--- config.mk ---
export PLATFORM = sky130hd
export DESIGN_NAME = rst_seq_ctrl
export DESIGN_NICKNAME = d
export VERILOG_FILES = /design/src/rtl/rst_pkg.sv /design/src/rtl/sync_2ff.sv /design/src/rtl/rst_seq_ctrl.sv
export SDC_FILE = /design/constraint.sdc
export NUM_CORES = 1
export LEC_CHECK = 0
export CAP_MARGIN = 25
export CORE_ASPECT_RATIO = 0.9
export CORE_MARGIN = 2
export CORE_UTILIZATION = 55
export DETAILED_ROUTE_END_ITERATION = 10
export DONT_BUFFER_PORTS = 1
export PLACE_DENSITY = 0.73
export RECOVER_POWER = 25
export SETUP_SLACK_MARGIN = 0.2
export SKIP_CTS_REPAIR_TIMING = 1
export SYNTH_ARGS = -nofsm -noshare
export SYNTH_HDL_FRONTEND = slang
export SYNTH_HIERARCHICAL = 1
export SYNTH_SLANG_ARGS = --single-unit
--- constraint.sdc ---
create_clock -name clk_i -period 1.7 [get_ports clk_i]
set_clock_uncertainty 0.05 [all_clocks]
set_input_delay 0.17 -clock clk_i [delete_from_list [all_inputs] [get_ports clk_i]]
set_output_delay 0.17 -clock clk_i [all_outputs]
set_load 0.01 [all_outputs]
--- src/rtl/rst_pkg.sv ---
// Shared definitions for the reset sequencer: cause codes, FSM state encoding
// and a small elaboration-time helper.
package rst_pkg;

  localparam logic [1:0] RST_CAUSE_POR  = 2'd0;
  localparam logic [1:0] RST_CAUSE_LOCK = 2'd1;
  localparam logic [1:0] RST_CAUSE_SW   = 2'd2;
  localparam logic [1:0] RST_CAUSE_WDT  = 2'd3;

  // Stage index width covers the largest supported domain count (8).
  localparam int STG_W = 3;

  typedef enum logic [1:0] {
    ST_WAIT_LOCK = 2'd0,
    ST_HOLD      = 2'd1,
    ST_REL       = 2'd2,
    ST_RUN       = 2'd3
  } rst_state_e;

  function automatic int max_int(input int a, input int b);
    return (a > b) ? a : b;
  endfunction

endpackage

--- src/rtl/sync_2ff.sv ---
// Two-flop synchronizer for a single-bit level signal, with a configurable
// reset value so it can be reused for signals that must reset high or low.
module sync_2ff #(
  parameter logic RST_VAL = 1'b0
) (
  input  logic clk_i,
  input  logic rst_n_i,
  input  logic d_i,
  output logic q_o
);

  logic meta_q;
  logic sync_q;

  always_ff @(posedge clk_i or negedge rst_n_i) begin
    if (!rst_n_i) begin
      meta_q <= RST_VAL;
      sync_q <= RST_VAL;
    end else begin
      meta_q <= d_i;
      sync_q <= meta_q;
    end
  end

  assign q_o = sync_q;

endmodule

--- src/rtl/rst_seq_ctrl.sv ---
// Reset sequencer: waits for PLL lock, holds all domain resets for HOLD_CNT
// cycles, then releases them one per STAGE_GAP cycles; re-enters on faults.
module rst_seq_ctrl
  import rst_pkg::*;
#(
  parameter int NUM_DOMAINS = 3,
  parameter int HOLD_CNT    = 50,
  parameter int STAGE_GAP   = 16
) (
  input  logic                   clk_i,
  input  logic                   rst_n_i,
  input  logic                   pll_locked_i,
  input  logic                   sw_rst_req_i,
  input  logic                   wdt_rst_req_i,
  output logic [NUM_DOMAINS-1:0] rst_n_o,
  output logic                   busy_o,
  output logic [1:0]             rst_cause_o
);

  localparam int CNT_MAX = max_int(HOLD_CNT, STAGE_GAP);
  localparam int CNT_W   = $clog2(CNT_MAX + 1);
  localparam logic [CNT_W-1:0] HOLD_LAST  = CNT_W'(HOLD_CNT - 1);
  localparam logic [CNT_W-1:0] GAP_LAST   = CNT_W'(STAGE_GAP - 1);
  localparam logic [STG_W-1:0] LAST_STAGE = STG_W'(NUM_DOMAINS - 1);

  logic                   locked_s;
  rst_state_e             state_q, state_d;
  logic [CNT_W-1:0]       cnt_q, cnt_d;
  logic [STG_W-1:0]       stage_q, stage_d;
  logic [STG_W-1:0]       stage_nxt;
  logic [NUM_DOMAINS-1:0] rst_n_q, rst_n_d;
  logic                   busy_q, busy_d;
  logic [1:0]             cause_q, cause_d;

  sync_2ff #(.RST_VAL(1'b0)) u_lock_sync (
    .clk_i   (clk_i),
    .rst_n_i (rst_n_i),
    .d_i     (pll_locked_i),
    .q_o     (locked_s)
  );

  assign stage_nxt = stage_q + 1'b1;

  always_comb begin
    state_d = state_q;
    cnt_d   = cnt_q;
    stage_d = stage_q;
    rst_n_d = rst_n_q;
    cause_d = cause_q;
    case (state_q)
      ST_WAIT_LOCK: begin
        rst_n_d = '0;
        cnt_d   = '0;
        stage_d = '0;
        if (locked_s) state_d = ST_HOLD;
      end
      ST_HOLD: begin
        if (!locked_s) begin
          state_d = ST_WAIT_LOCK;
          rst_n_d = '0;
          cnt_d   = '0;
          cause_d = RST_CAUSE_LOCK;
        end else if (cnt_q == HOLD_LAST) begin
          // Stage 0 is released on the same edge that leaves HOLD.
          cnt_d   = '0;
          stage_d = '0;
          rst_n_d = NUM_DOMAINS'(1);
          state_d = (LAST_STAGE == '0) ? ST_RUN : ST_REL;
        end else begin
          cnt_d = cnt_q + 1'b1;
        end
      end
      ST_REL: begin
        if (!locked_s) begin
          state_d = ST_WAIT_LOCK;
          rst_n_d = '0;
          cnt_d   = '0;
          stage_d = '0;
          cause_d = RST_CAUSE_LOCK;
        end else if (cnt_q == GAP_LAST) begin
          cnt_d   = '0;
          stage_d = stage_nxt;
          rst_n_d = rst_n_q | (NUM_DOMAINS'(1) << stage_nxt);
          state_d = (stage_nxt == LAST_STAGE) ? ST_RUN : ST_REL;
        end else begin
          cnt_d = cnt_q + 1'b1;
        end
      end
      ST_RUN: begin
        if (!locked_s) begin
          state_d = ST_WAIT_LOCK;
          rst_n_d = '0;
          cause_d = RST_CAUSE_LOCK;
        end else if (wdt_rst_req_i || sw_rst_req_i) begin
          state_d = ST_HOLD;
          rst_n_d = '0;
          cnt_d   = '0;
          stage_d = '0;
          cause_d = wdt_rst_req_i ? RST_CAUSE_WDT : RST_CAUSE_SW;
        end
      end
      default: begin
        state_d = ST_WAIT_LOCK;
        rst_n_d = '0;
      end
    endcase
    busy_d = ~&rst_n_d;
  end

  always_ff @(posedge clk_i or negedge rst_n_i) begin
    if (!rst_n_i) begin
      state_q <= ST_WAIT_LOCK;
      cnt_q   <= '0;
      stage_q <= '0;
      rst_n_q <= '0;
      busy_q  <= 1'b1;
      cause_q <= RST_CAUSE_POR;
    end else begin
      state_q <= state_d;
      cnt_q   <= cnt_d;
      stage_q <= stage_d;
      rst_n_q <= rst_n_d;
      busy_q  <= busy_d;
      cause_q <= cause_d;
    end
  end

  assign rst_n_o     = rst_n_q;
  assign busy_o      = busy_q;
  assign rst_cause_o = cause_q;

endmodule
# --- Word-level counts from Yosys, hierarchy flattened ---
# Index checks and enable logic that the tools add are counted.
totals:
  wordCells: 72
  reg_bits: 19
  out_inout_bits: 6
  inputBits: 5
op_classes:
  mux: 35
  eq_ne: 15
  addsub: 2
  n_reduce_logical: 10
  bitwise: 1
  shifts: 1
op_table:
  columns: ["operator", "n"]
  rows:
  - ["3-bit 2-to-1 mux", 12]
  - ["6-bit 2-to-1 mux", 6]
  - ["3-bit one-hot mux with 4 select lines", 2]
  - ["6-bit one-hot mux with 4 select lines", 1]
  - ["2-bit 2-to-1 mux", 10]
  - ["3-bit inequality test, second input constant", 3]
  - ["2-bit one-hot mux with 4 select lines", 1]
  - ["6-bit by 1-bit adder with 6-bit output, second input constant", 1]
  - ["6-bit by 4-bit == test with 1-bit output, second input constant", 1]
  - ["6-bit == test, second input constant", 1]
  - ["2-bit by 1-bit inequality test with 1-bit output, second input constant", 3]
  - ["2-bit inequality test, second input constant", 3]
  - ["3-bit AND reduction", 2]
  - ["5-bit AND reduction", 1]
  - ["2-bit == test, second input constant", 2]
  - ["2-bit one-hot mux with 2 select lines", 1]
  - ["4-bit AND reduction", 1]
  - ["3-bit by 1-bit adder with 3-bit output, second input constant", 1]
  - ["3-bit by 2-bit == test with 1-bit output, second input constant", 1]
  - ["3-bit bitwise OR", 1]
  - ["1-bit by 3-bit << shifter with 3-bit output, first input constant", 1]
  - ["2-bit by 1-bit == test with 1-bit output, second input constant", 1]
  - ["2-bit zero test", 1]
  - ["1-bit 2-to-1 mux", 2]
  - ["5 further kinds", 5]

# --- Depth between registers and ports, before layout ---
logic_depth:
  ltp_word: 8
  depth_mapped: 7
  ltp_nobuf: 7

# --- Cells and area by module ---
# Netlist, hierarchy kept.
by_module_without_submodules:
  columns: ["mod", "area_per_inst_um2", "seq_area_each_um2", "n_inst", "cells_each"]
  rows:
  - ["rst_seq_ctrl", 1099.8, 426.7, 1, 113]
  - ["sync_2ff", 50.0, 50.0, 1, 2]

# --- Worst setup path after synthesis ---
# No wires, ideal clock.
synth_path:
  path_type: "reg2reg"
  from: "register state_q[0]"
  to: "register stage_q[2]"
  setup_time_ns: 0.122
  n_path_buf: 2
  synth_period_minus_slack_ns: 1.789
  stages_incl_launch_ff: 8
  t_required_ns: 1.528
  path_slack_ns: -0.089
  t_arrival_ns: 1.618
  cell_sequence: "dfrtp_1 ha_1 clkbuf_1 and2_1 clkbuf_1 a211oi_4 o21ai_1 a32o_1"
synth_between:
  elab_chain_len: 3
  elab_cells_between_ends: 11
  cone_classes: "8 x eq/ne; 1 x mux; 2 x reduce/logical"
synth_lines:
  columns: ["element", "line", "rtl"]
  rows:
  - ["start: declaration", "rst_seq_ctrl.sv:27", "rst_state_e state_q, state_d;"]
  - ["start signal: assignment", "rst_seq_ctrl.sv:119", "state_q <= state_d;"]
  - ["2-bit == test / 2-bit by 1-bit == test with 1-bit output (equally long branches)", "rst_seq_ctrl.sv:50", "case (state_q)"]
  - ["3-bit inequality test (no source line) (tied with other cells)", null, null]
  - ["5-bit AND reduction (no source line)", null, null]
  - ["end signal: assignment", "rst_seq_ctrl.sv:121", "stage_q <= stage_d;"]
  - ["end: declaration", "rst_seq_ctrl.sv:29", "logic [STG_W-1:0] stage_q, stage_d;"]
# Parallel ways exist; a longest one is shown, timed or not.
# A chain may end at the register's enable or synchronous reset.

# --- Final worst setup path ---
layout_path:
  from: "register state_q[0]"
  to: "register state_q[1]"
layout_between:
  elab_chain_len: 3
  elab_cells_between_ends: 10
  cone_classes: "7 x eq/ne; 1 x mux; 2 x reduce/logical"
layout_lines:
  columns: ["element", "line"]
  rows:
  - ["2-bit == test (tied with other cells)", "rst_seq_ctrl.sv:50"]
  - ["3-bit inequality test (no source line) / 2-bit by 1-bit inequality test with 1-bit output (equally long branches)", null]
  - ["4-bit AND reduction (no source line)", null]
# Parallel ways exist; a longest one is shown, timed or not.

==> results_dict.tcl <==
set metrics [dict create \
    timing.slew.headroom 0.426 \
    worst_pin_slew_ns 0.858 \
    clock-sinks 19 \
    syn_avg_cell_area_sq_um 10.0 \
    first_global_vias 897 \
    starting_drt_drc_count 44 \
    ys.flop_type "sky130_fd_sc_hd__dfrtp_1" \
    finalWorstPathRequiredPeriod_ns 1.75 \
    area.growth.synth_to_final_pct 43.1 \
    detailroute.wirelength.met3_microns 172 \
    met2_wirelength_microns 1420 \
    die_area_sq_um 2470 \
    netlist-cell-type-count 40 \
    tritoncts_clock_tree "yes" \
    synth-warning-count 6 \
    clk-insertion-delay-late_ns 0.30 \
    run_status "finished with violations" \
    cts.clk_slew.worst_paths_ns 0.10 \
    count_of_standard_cell_rows 15 \
    drive_gt1_frac 0.497 \
    boundaryPins 11 \
    groute.usage.overall 0.222 \
    drc 0 \
    synth-async-reset-ratio 1.00 \
    hold-worst-slack_ns 0.104 \
    hold_class "in -> reg" \
    place_congestion 0.888 \
    clockRootBuffer "sky130_fd_sc_hd__clkbuf_4" \
    peakVddDrop_mv 1.12 \
    number_of_vias_in_the_routed_layout 1028 \
    synth_top_cell_by_area "sky130_fd_sc_hd__dfrtp_1" \
    detailed_route_wl_microns 2940 \
    timing.final.crit_share 1.03 \
    placedInstanceArea_sq_um 1370 \
    synth_edf_count 0 \
    power.density_cell_area_nw_per_um2 1120 \
    synthesis.area_sq_um 1150 \
    die-width_microns 52.2 \
    synth.top_cells.by_area "sky130_fd_sc_hd__dfrtp_1 (39%), sky130_fd_sc_hd__ha_1 (12%), sky130_fd_sc_hd__o21ai_0 (3.5%)" \
    detail_route_antenna_nets 0 \
    numPortBuffers 0 \
    total_leakage_power_nw 0.755 \
    startpoint_type "flop" \
    first_pass_grt_wire_length_microns 3840 \
    critPathRequiredTime_ns 1.84 \
    timing.critical_path.fanout_max 4 \
    setup.worst_path.class "reg -> reg" \
    die_height_microns 47.4 \
    globalRoute.totalOverflow 0 \
    h-tree-depth 1 \
    routed.top_layer "met4" \
    post_synth_inst_count 115 \
    layout.cell_area.non_filler_sq_um 1650 \
    cts_max_path_buffers 2 \
    drt_pass1_iterations 4 \
    rsz_0062_raised_after_global_routing "true" \
    maximum_number_of_pins_on_one_net_before_global_route_repair 20 \
    fmax_mhz 571 \
    number_of_antenna_violations_at_the_first_check_in_global_routing 0 \
    ys_ff_latch 19 \
    count_leader_synth "sky130_fd_sc_hd__dfrtp_1" \
    synth-seq-area-share 0.415 \
    total_negative_slack_ns -0.140 \
    endpoints_failing_hold 0 \
    setup_viol 3 \
    place.detailed.hpwl_microns 1960 \
    synth_top_cells_by_count "sky130_fd_sc_hd__dfrtp_1 (18), sky130_fd_sc_hd__ha_1 (11), sky130_fd_sc_hd__nand2_1 (9)" \
    start_util 0.589 \
    number_of_buffers_created_by_cts 3 \
    finalWorstSetupSlack_ns -0.0528 \
    report.final.slew_viol_count 0 \
    violated_checks "negative setup slack" \
    drv.max_cap_violation_count 0 \
    wirelength_met1_microns 1270 \
    core_sq_um 1950 \
    synth_nets 131 \
    arrival_ns 1.90 \
    route.detailed.wl_per_inst_microns 17.3 \
    final_net_count 162 \
    antenna-diode-count 0 \
    critical_path.endpoint_type "flop" \
    drt-vias-per-instance 6.05 \
    synth.top_cell.area_share 0.392 \
]
[per-stage QoR]
| stage | std cells | worst slack, ns | power (W) | util |
|---|---|---|---|---|
| floorplan | 115 | 0.0103 | 0.00101 | - |
| global placement | 160 | -0.0262 | 0.00127 | 0.701 |
| detailed placement | 160 | -0.105 | 0.00131 | 0.701 |
| CTS | 164 | -0.138 | 0.00154 | 0.714 |
| global route | 170 | -0.0970 | 0.00194 | 0.843 |
| finish | 170 | -0.0528 | 0.00185 | 0.843 |
[flip-flops by register name (all words and copies together), names as in the netlist]
register	cells
cnt_q	6
rst_n_o	3
stage_q	3
rst_cause_o	2
state_q	2
busy_o	1
u_lock_sync/meta_q	1
u_lock_sync/q_o	1
[where the power goes]
group / internal, W / leakage [nW] / switching, W
Sequential: 0.000509 / 0.246 / 0.0000664
Combinational: 0.000526 / 0.494 / 0.000516
Clock: 0.0000915 / 0.0150 / 0.000136
[kinds of logic after synthesis]
logic type | after synthesis | share of synthesized area
AOI/OAI and AO/OA | 31 | 0.198
adders and majority gates | 11 | 0.120
buffers and inverters | 11 | 0.0370
DFF | 19 | 0.415
muxes | 3 | 0.0316
and+or+nand+nor | 40 | 0.199
[worst paths after layout]
kind	start	endpoint	slack (ns)	cells after the start
min in group asynchronous	rst_n_i	state_q[1]$_DFFE_PN0P_	0.37	1
worst min register to register	u_lock_sync/meta_q$_DFF_PN0_	u_lock_sync/q_o$_DFF_PN0_	0.31	0
worst max-delay path	state_q[0]$_DFFE_PN0P_	state_q[1]$_DFFE_PN0P_	-0.05	6
worst max register to register	state_q[0]$_DFFE_PN0P_	state_q[1]$_DFFE_PN0P_	-0.05	6
worst min-delay path	wdt_rst_req_i	rst_cause_o[0]$_DFFE_PN0P_	0.10	3
max in group asynchronous	rst_n_i	u_lock_sync/q_o$_DFF_PN0_	0.65	1
[final cells by class]
cell class	count	area (sq um)
clock buffer	4	26.3
fill	109	307
inverter	8	32.5
multi-input combinational	85	838
sequential	19	479
tap	25	31.3
timing repair buffer	29	238
[metal layers]
layer | global-route usage | vias to the layer above
li1 | - | 476
met1 | 0.251 | 502
met2 | 0.395 | 39
met3 | 0.0732 | 11
met4 | 0.0872 | 0
met5 | 0 | -
[cell usage in the layout (no fill, tap or decap), drive strengths merged, types with 2 or more instances in the layout]
cell type,count
nand3b,2
dlygate4sd3,2
dfrtp,18
clkbuf,4
nor2,7
a221oi,2
ha,11
a21oi,5
nor2b,3
a31oi,2
a211oi,2
buf,27
o21ai,9
nand2,9
nand3,7
and2,3
mux2,2
and3,3
a41oi,2
inv,8
a22o,2
[critical path, cell delays in order (launching register included)]
cell and delay (ns):
sky130_fd_sc_hd__dfrtp_1 0.43, sky130_fd_sc_hd__inv_2 0.09, sky130_fd_sc_hd__ha_1 0.20, sky130_fd_sc_hd__nor2_1 0.11
sky130_fd_sc_hd__a21oi_1 0.06, sky130_fd_sc_hd__or3_4 0.41, sky130_fd_sc_hd__mux2_4 0.30
Power figures use the tool's default switching activity.
